### src/rtl/bram_port_arbiter.sv
// Round-robin arbiter sharing port 0 of a true_dpbram among NUM_REQ requesters,
// with locked bursts and a one-hot tagged read-data return two cycles after acceptance.
module bram_port_arbiter #(
    parameter int DWIDTH  = 32,
    parameter int AWIDTH  = 7,
    parameter int NUM_REQ = 2
) (
    input  logic                      clk,
    input  logic                      rst,
    input  logic [NUM_REQ-1:0]        req_i,
    input  logic [NUM_REQ-1:0]        lock_i,
    input  logic [NUM_REQ-1:0]        we_i,
    input  logic [NUM_REQ*AWIDTH-1:0] addr_i,
    input  logic [NUM_REQ*DWIDTH-1:0] d_i,
    output logic [NUM_REQ-1:0]        gnt_o,
    output logic [NUM_REQ-1:0]        rvalid_o,
    output logic [DWIDTH-1:0]         rdata_o,
    output logic                      bram_ce_o,
    output logic                      bram_we_o,
    output logic [AWIDTH-1:0]         bram_addr_o,
    output logic [DWIDTH-1:0]         bram_d_o,
    input  logic [DWIDTH-1:0]         bram_q_i
);

    localparam int IDW = (NUM_REQ > 1) ? $clog2(NUM_REQ) : 1;

    logic [IDW-1:0]     ptr;
    logic [IDW-1:0]     owner;
    logic [IDW-1:0]     acc_idx;
    logic               locked;
    logic               acc;
    logic [NUM_REQ-1:0] vld_p1;

    // A locked owner that drops req_i falls straight through to the round-robin
    // search, so a waiting requester is granted in the same cycle.
    always_comb begin : grant_search
        logic found;
        int   idx;
        gnt_o = '0;
        found = 1'b0;
        idx   = 0;
        if (rst) begin
            gnt_o = '0;
        end else if (locked && req_i[owner]) begin
            gnt_o[owner] = 1'b1;
        end else begin
            for (int i = 0; i < NUM_REQ; i++) begin
                idx = int'(ptr) + i;
                if (idx >= NUM_REQ) idx = idx - NUM_REQ;
                if (!found && req_i[idx[IDW-1:0]]) begin
                    gnt_o[idx[IDW-1:0]] = 1'b1;
                    found = 1'b1;
                end
            end
        end
    end

    // gnt_o is only ever set where req_i is set, so any grant is an accept.
    always_comb begin
        acc     = |gnt_o;
        acc_idx = '0;
        for (int i = 0; i < NUM_REQ; i++) begin
            if (gnt_o[i]) acc_idx = IDW'(i);
        end
    end

    assign rdata_o = bram_q_i;

    // Stage p0 -> p1: register the access onto the BRAM port and tag reads.
    // Stage p1 -> p2: the tag lines up with the BRAM's registered read data.
    always_ff @(posedge clk) begin
        if (rst) begin
            ptr         <= '0;
            owner       <= '0;
            locked      <= 1'b0;
            bram_ce_o   <= 1'b0;
            bram_we_o   <= 1'b0;
            bram_addr_o <= '0;
            bram_d_o    <= '0;
            vld_p1      <= '0;
            rvalid_o    <= '0;
        end else begin
            bram_ce_o <= acc;
            bram_we_o <= acc & we_i[acc_idx];
            if (acc) begin
                bram_addr_o <= addr_i[acc_idx*AWIDTH +: AWIDTH];
                bram_d_o    <= d_i[acc_idx*DWIDTH +: DWIDTH];
                ptr         <= (int'(acc_idx) == NUM_REQ - 1) ? '0 : acc_idx + 1'b1;
                owner       <= acc_idx;
                locked      <= lock_i[acc_idx];
            end else if (locked && !req_i[owner]) begin
                locked <= 1'b0;
            end
            vld_p1   <= (acc && !we_i[acc_idx]) ? gnt_o : '0;
            rvalid_o <= vld_p1;
        end
    end

endmodule

### config.mk
export PLATFORM = sky130hd
export DESIGN_NAME = bram_port_arbiter
export DESIGN_NICKNAME = d
export VERILOG_FILES = /design/src/rtl/bram_port_arbiter.sv
export SDC_FILE = /design/constraint.sdc
export NUM_CORES = 1
export LEC_CHECK = 0
export BUFFER_PORTS_ARGS = -buffer_cell sky130_fd_sc_hd__buf_2
export CAP_MARGIN = 20
export CORE_ASPECT_RATIO = 0.6
export CORE_MARGIN = 8
export CORE_UTILIZATION = 46
export DETAILED_ROUTE_END_ITERATION = 6
export PLACE_DENSITY_LB_ADDON = 0.08
export SLEW_MARGIN = 20
export SYNTH_ARGS = -nofsm -noshare
export SYNTH_HDL_FRONTEND = slang
export SYNTH_SLANG_ARGS = --single-unit
### constraint.sdc
create_clock -name clk -period 4.25 [get_ports clk]
set_input_delay 0.2125 -clock clk [delete_from_list [all_inputs] [get_ports clk]]
set_output_delay 0.2125 -clock clk [all_outputs]
set_load 0.03 [all_outputs]
# Yosys cells after proc, flatten, opt, wreduce, memory -nomap -nowiden
# Cells that the tools add are included.
[totals]
register_bits = 48
out_inout_bits = 77
input_bits = 118
[op_classes]
mul = 1
add_sub_neg = 4
muxes = 35
n_reduce_logical = 13
magnitude_cmp = 9
shift = 2
bitwise = 3
[op_table]
columns = ["operator", "count"]
rows = [
  ["$shiftx A64 B7 Y32", 1],
  ["$mux W1", 26],
  ["$shiftx A14 B5 Y7", 1],
  ["$mux W2", 6],
  ["$lt A1 B2 Y1 const B", 4],
  ["$logic_and A1 B1 Y1", 7],
  ["$mul A1 B3 Y4 const B", 1],
  ["$reduce_or A2 Y1", 2],
  ["$demux W1 S1", 3],
  ["$ge A1 B1 Y1 const B", 3],
  ["$logic_not A1 Y1", 3],
  ["$add A1 B1 Y2 const B", 1],
  ["$ge A1 B2 Y1 const B", 1],
  ["$ge A2 B2 Y1 const B", 1],
  ["$or A2 B2 Y2", 1],
  ["$reduce_bool A2 Y1", 1],
  ["$sub A1 B1 Y1 const B", 2],
  ["$add A1 B1 Y1 const B", 1],
  ["$and A1 B1 Y1", 1],
  ["$not A1 Y1", 1],
]

# Depth between registers and ports, before layout
[depth]
word_depth = 23
depth_mapped = 6

# Worst setup path before layout
# OpenSTA, ideal clock, no wires.
[synth_path]
kind = "reg-to-reg"
from = "register locked"
to = "register vld_p1[0]"
required_time_ps = 4183
synth_period_minus_slack_ps = 1665
path_stages_with_launch = 5
arrival_ps = 1598
path_slack_ps = 2585
path_cell_list = "dfxtp_1 mux2_4 buf_2 a21oi_1 nor2b_1"
[synth_lines]
columns = ["item", "line_no", "text"]
rows = [
  ["start: declaration", "30", "logic locked;"],
  ["start signal: assignment", "90", "locked <= lock_i[acc_idx];"],
  ["$logic_and A1 B1 Y1 (*)", "44", "end else if (locked && req_i[owner]) begin"],
  ["$mux W2 (*)", "44", ""],
  ["$mux W2 (*)", "42", "if (rst) begin"],
  ["via gnt_o[0]", "15", "output logic [NUM_REQ-1:0] gnt_o,"],
  ["$reduce_or A2 Y1", "60", "acc = |gnt_o;"],
  ["$logic_and A1 B1 Y1", "94", "vld_p1 <= (acc && !we_i[acc_idx]) ? gnt_o : '0;"],
  ["$not A1 Y1 (no line)", "--", ""],
  ["$reduce_or A2 Y1 (no line)", "--", ""],
  ["end signal: assignment", "94", ""],
  ["end: declaration", "32", "logic [NUM_REQ-1:0] vld_p1;"],
]
# Mark *: on every way through the listed nets, which the timed path passes. The rest lies on a longest branch. The select of a mux whose other input is x is not followed.
# A chain may end at the register's enable or synchronous reset.

# Worst setup path after layout
[layout_path]
from = "input req_i[0]"
to = "output gnt_o[0]"
[layout_between]
elab_chain_cells = 10
[layout_lines]
columns = ["item", "line_no", "text"]
rows = [
  ["start: declaration", "10", "input logic [NUM_REQ-1:0] req_i,"],
  ["$mux W1 (implied by the code) (2 in series)", "50", "if (!found && req_i[idx[IDW-1:0]]) begin"],
  ["$mux W1", "50", ""],
  ["$mux W1", "44", ""],
  ["$mux W1", "42", ""],
  ["$logic_not A1 Y1", "50", ""],
  ["$logic_and A1 B1 Y1", "50", ""],
  ["$mux W2", "50", ""],
  ["$mux W2 (*)", "44", ""],
  ["$mux W2 (*)", "42", ""],
  ["end: declaration", "15", ""],
]
# Mark *: on every way between the ends. The rest lies on a longest branch, timed or not. The select of a mux whose other input is x is not followed.

==> impl_metrics.env <==
export IMPL_cts_setup_buffers=0
export IMPL_cap_violations=0
export IMPL_drc_errors=0
export IMPL_ir_drop_mv=0.154
export IMPL_core_area_sq_um=6110
export IMPL_ys_flop_type="dfxtp_1"
export IMPL_numCtsBuffers=5
export IMPL_rr_worst_depth=3
export IMPL_switching_share_pct=30.9
export IMPL_timing_rr_end="bram_d_o[31]$_SDFFE_PP0P_"
export IMPL_finalSetupViolCount=0
export IMPL_die_height_um=77.5
export IMPL_endpoint="gnt_o[0]"
export IMPL_setup_slack_ns=2.24
export IMPL_cp_required_ns=4.04
export IMPL_synth_cell_type_count=24
export IMPL_grt_first_pass_wirelength_um=13200
export IMPL_track_usage_pct=17.1
export IMPL_dp_hpwl_um=5910
export IMPL_ys_ff_latch=48
export IMPL_clkSinkCount=48
export IMPL_p_per_area_nw_per_um2=355
export IMPL_antenna_found_initial=0
export IMPL_numPortBuffers=130
export IMPL_power_leakage_uw=0.00160
export IMPL_diodes=0
export IMPL_vias_per_cell=5.29
export IMPL_initial_core_util_pct=47.4
export IMPL_min_period_ns=2.01
export IMPL_ant_nets=0
export IMPL_setup_worst_path_start="req_i[0]"
export IMPL_ff2ff_setup_slack_ns=2.57
export IMPL_ys_seq_area_share_pct=33.1
export IMPL_syn_avg_cell_area_sq_um=9.38
export IMPL_worstMarginPinSlew_ns=0.808
export IMPL_grt_max_degree=49
export IMPL_finClkSkew_ns=0.00828
export IMPL_p_int_uw=837
export IMPL_die_w_um=118
export IMPL_synthTopCellsByArea="dfxtp_1 33%, mux2_2 14%, nor3b_1 9.3%, buf_4 8.5%, a221o_1 7.3%"
export IMPL_num_vias=2497
export IMPL_hold_path_depth=2
export IMPL_reg2reg_from="locked$_SDFFE_PP0P_"
export IMPL_nets=505
export IMPL_num_io_pins=195
export IMPL_pre_cts_slack_ns=2.23
export IMPL_dieArea_sq_um=9180
export IMPL_hold_viol_final=0
export IMPL_yosys_area_top_type="dfxtp_1"
export IMPL_area_growth_pct=17.8
export IMPL_synth_nets=427
export IMPL_crit_path_frequent_cell="buf_2"
export IMPL_yosys_warnings=0
export IMPL_power_frac_seq_pct=42.1
export IMPL_clk_path_buf_depth=2
export IMPL_synthCells=309
export IMPL_combPwrFrac_pct=27.5
export IMPL_drive_above_1_share_pct=46.4
export IMPL_fin_setup_tns_ns=0
export IMPL_grt_pass1_vias=2605
export IMPL_yosys_cell_count_top_type="dfxtp_1"
export IMPL_fmax_mhz=497
export IMPL_end_kind="output pin"
export IMPL_synth_area_sq_um=2900
export IMPL_wl_um=8130
export IMPL_synthArstFlopShare_pct=0
export IMPL_rows=22
export IMPL_p_clk_share_pct=30.4
export IMPL_clockRootBuffer="clkbuf_8"
export IMPL_post_cts_resized=0
export IMPL_gp_congestion=0.713
export IMPL_drtIter0Drc=171
export IMPL_crit_chain="buf_2 -> buf_4 -> nand2b_1 -> a21oi_1 -> buf_2"
export IMPL_crit_slowest_cell="buf_2"
export IMPL_start_kind="input pin"
export IMPL_max_slew_margin_pct=46.1
export IMPL_criticalPathCategory="input pin to output pin"
export IMPL_htree_levels=2
export IMPL_holdCritPathClass="input pin to flip-flop"
export IMPL_clkSlewWorstSetupHoldPaths_ns=0.09
export IMPL_wl_per_cell_um=17.2
export IMPL_rsz0062_at_grt="no"
export IMPL_synth_top_area_share_pct=33.1
export IMPL_status="completed"
export IMPL_hold_buffers=0
export IMPL_slew_viol_final=0
export IMPL_finalCritPeriodShare_pct=47.4
export IMPL_slowest_delay_ns=0.57
export IMPL_p_switching_uw=375
export IMPL_first_pass_iters=4
export IMPL_worstPathArrival_ns=1.80
export IMPL_cp_max_fo=40
export IMPL_cts_tree="built"
export IMPL_synth_common_cells="48 x dfxtp_1, 36 x mux2_2, 36 x nor3b_1"
export IMPL_clock_latency_ns=0.30
export IMPL_grt_overflow=0
export IMPL_synth_edff_count=0
[stage by stage]
step	hold slack, ns	area (sq um)	cells	util (%)	power, uW
global placement	0.412	3290	464	53.8	852
detailed placement	0.408	3290	464	53.8	855
CTS	0.0921	3420	472	55.9	1220
finish	0.101	3420	472	55.9	1210
floorplan	0.284	2900	309	-	804
global route	0.0805	3420	472	55.9	1270
[worst max-delay path: cells and delay by family]
kind            cells  cell delay (ns)
compound gates      1             0.19
simple gates        1             0.12
buf+inv             3             1.25
[cell families after synthesis]
| kind of cell | count (synthesis) | share of synthesized area, % |
|---|---|---|
| and+or+nand+nor | 89 | 17.6 |
| buffers and inverters | 64 | 13.6 |
| muxes | 58 | 21.8 |
| AOI/OAI and AO/OA | 50 | 13.9 |
| DFF | 48 | 33.1 |
[layout make-up]
type,instances,area [sq um]
clock buffer,7,96.3
sequential,48,961
timing repair buffer,133,673
fill,582,2700
clock inverter,1,30.0
inverter,2,7.51
tap,84,105
multi-input combinational,197,1540
[state kept, by name, summed over array words and instances (netlist names)]
name and count:
ptr 1, bram_ce_o 1, vld_p1 2, owner 1
rvalid_o 2, bram_d_o 32, bram_we_o 1, bram_addr_o 7
locked 1
[routing by layer]
layer | up-vias | wire length, um | global-route usage, %
met1 | 1137 | 3750 | 21.6
met5 | - | 0 | 0
met3 | 22 | 821 | 7.95
met2 | 89 | 3430 | 25.1
li1 | 1249 | - | -
met4 | 0 | 131 | 5.77
[power groups by stage]
stage	clock [uW]	combinational, uW	sequential (uW)
after floorplan	0	210	594
after global placement	0	332	521
after detailed placement	0	336	519
after CTS	375	336	510
after global routing	396	360	515
final	368	333	510
[cell usage in the layout, fill, tap and decap left out, drive strengths merged]
master,netlist,routed
o21ai,1,1
or2,1,1
inv,2,2
nor2,25,25
nor3b,36,36
nand2b,2,2
o211a,1,1
clkbuf,10,7
mux2i,21,21
bufinv,0,1
buf,52,133
a221o,21,21
dfxtp,48,48
nor2b,4,4
o211ai,2,2
a21oi,4,4
nand2,3,3
o22ai,18,18
a21o,3,3
mux2,37,37
nor3,18,18
[worst min path at each step]
stage               startpoint              endpoint  slack [ns]
floorplan              we_i[0]  vld_p1[0]$_SDFF_PP0_        0.28
global placement       we_i[1]  vld_p1[1]$_SDFF_PP0_        0.41
detailed placement     we_i[0]  vld_p1[0]$_SDFF_PP0_        0.41
CTS                    we_i[1]  vld_p1[1]$_SDFF_PP0_        0.09
global route           we_i[1]  vld_p1[1]$_SDFF_PP0_        0.08
finish                 we_i[1]  vld_p1[1]$_SDFF_PP0_        0.10
(Power assumes the default switching activity.)
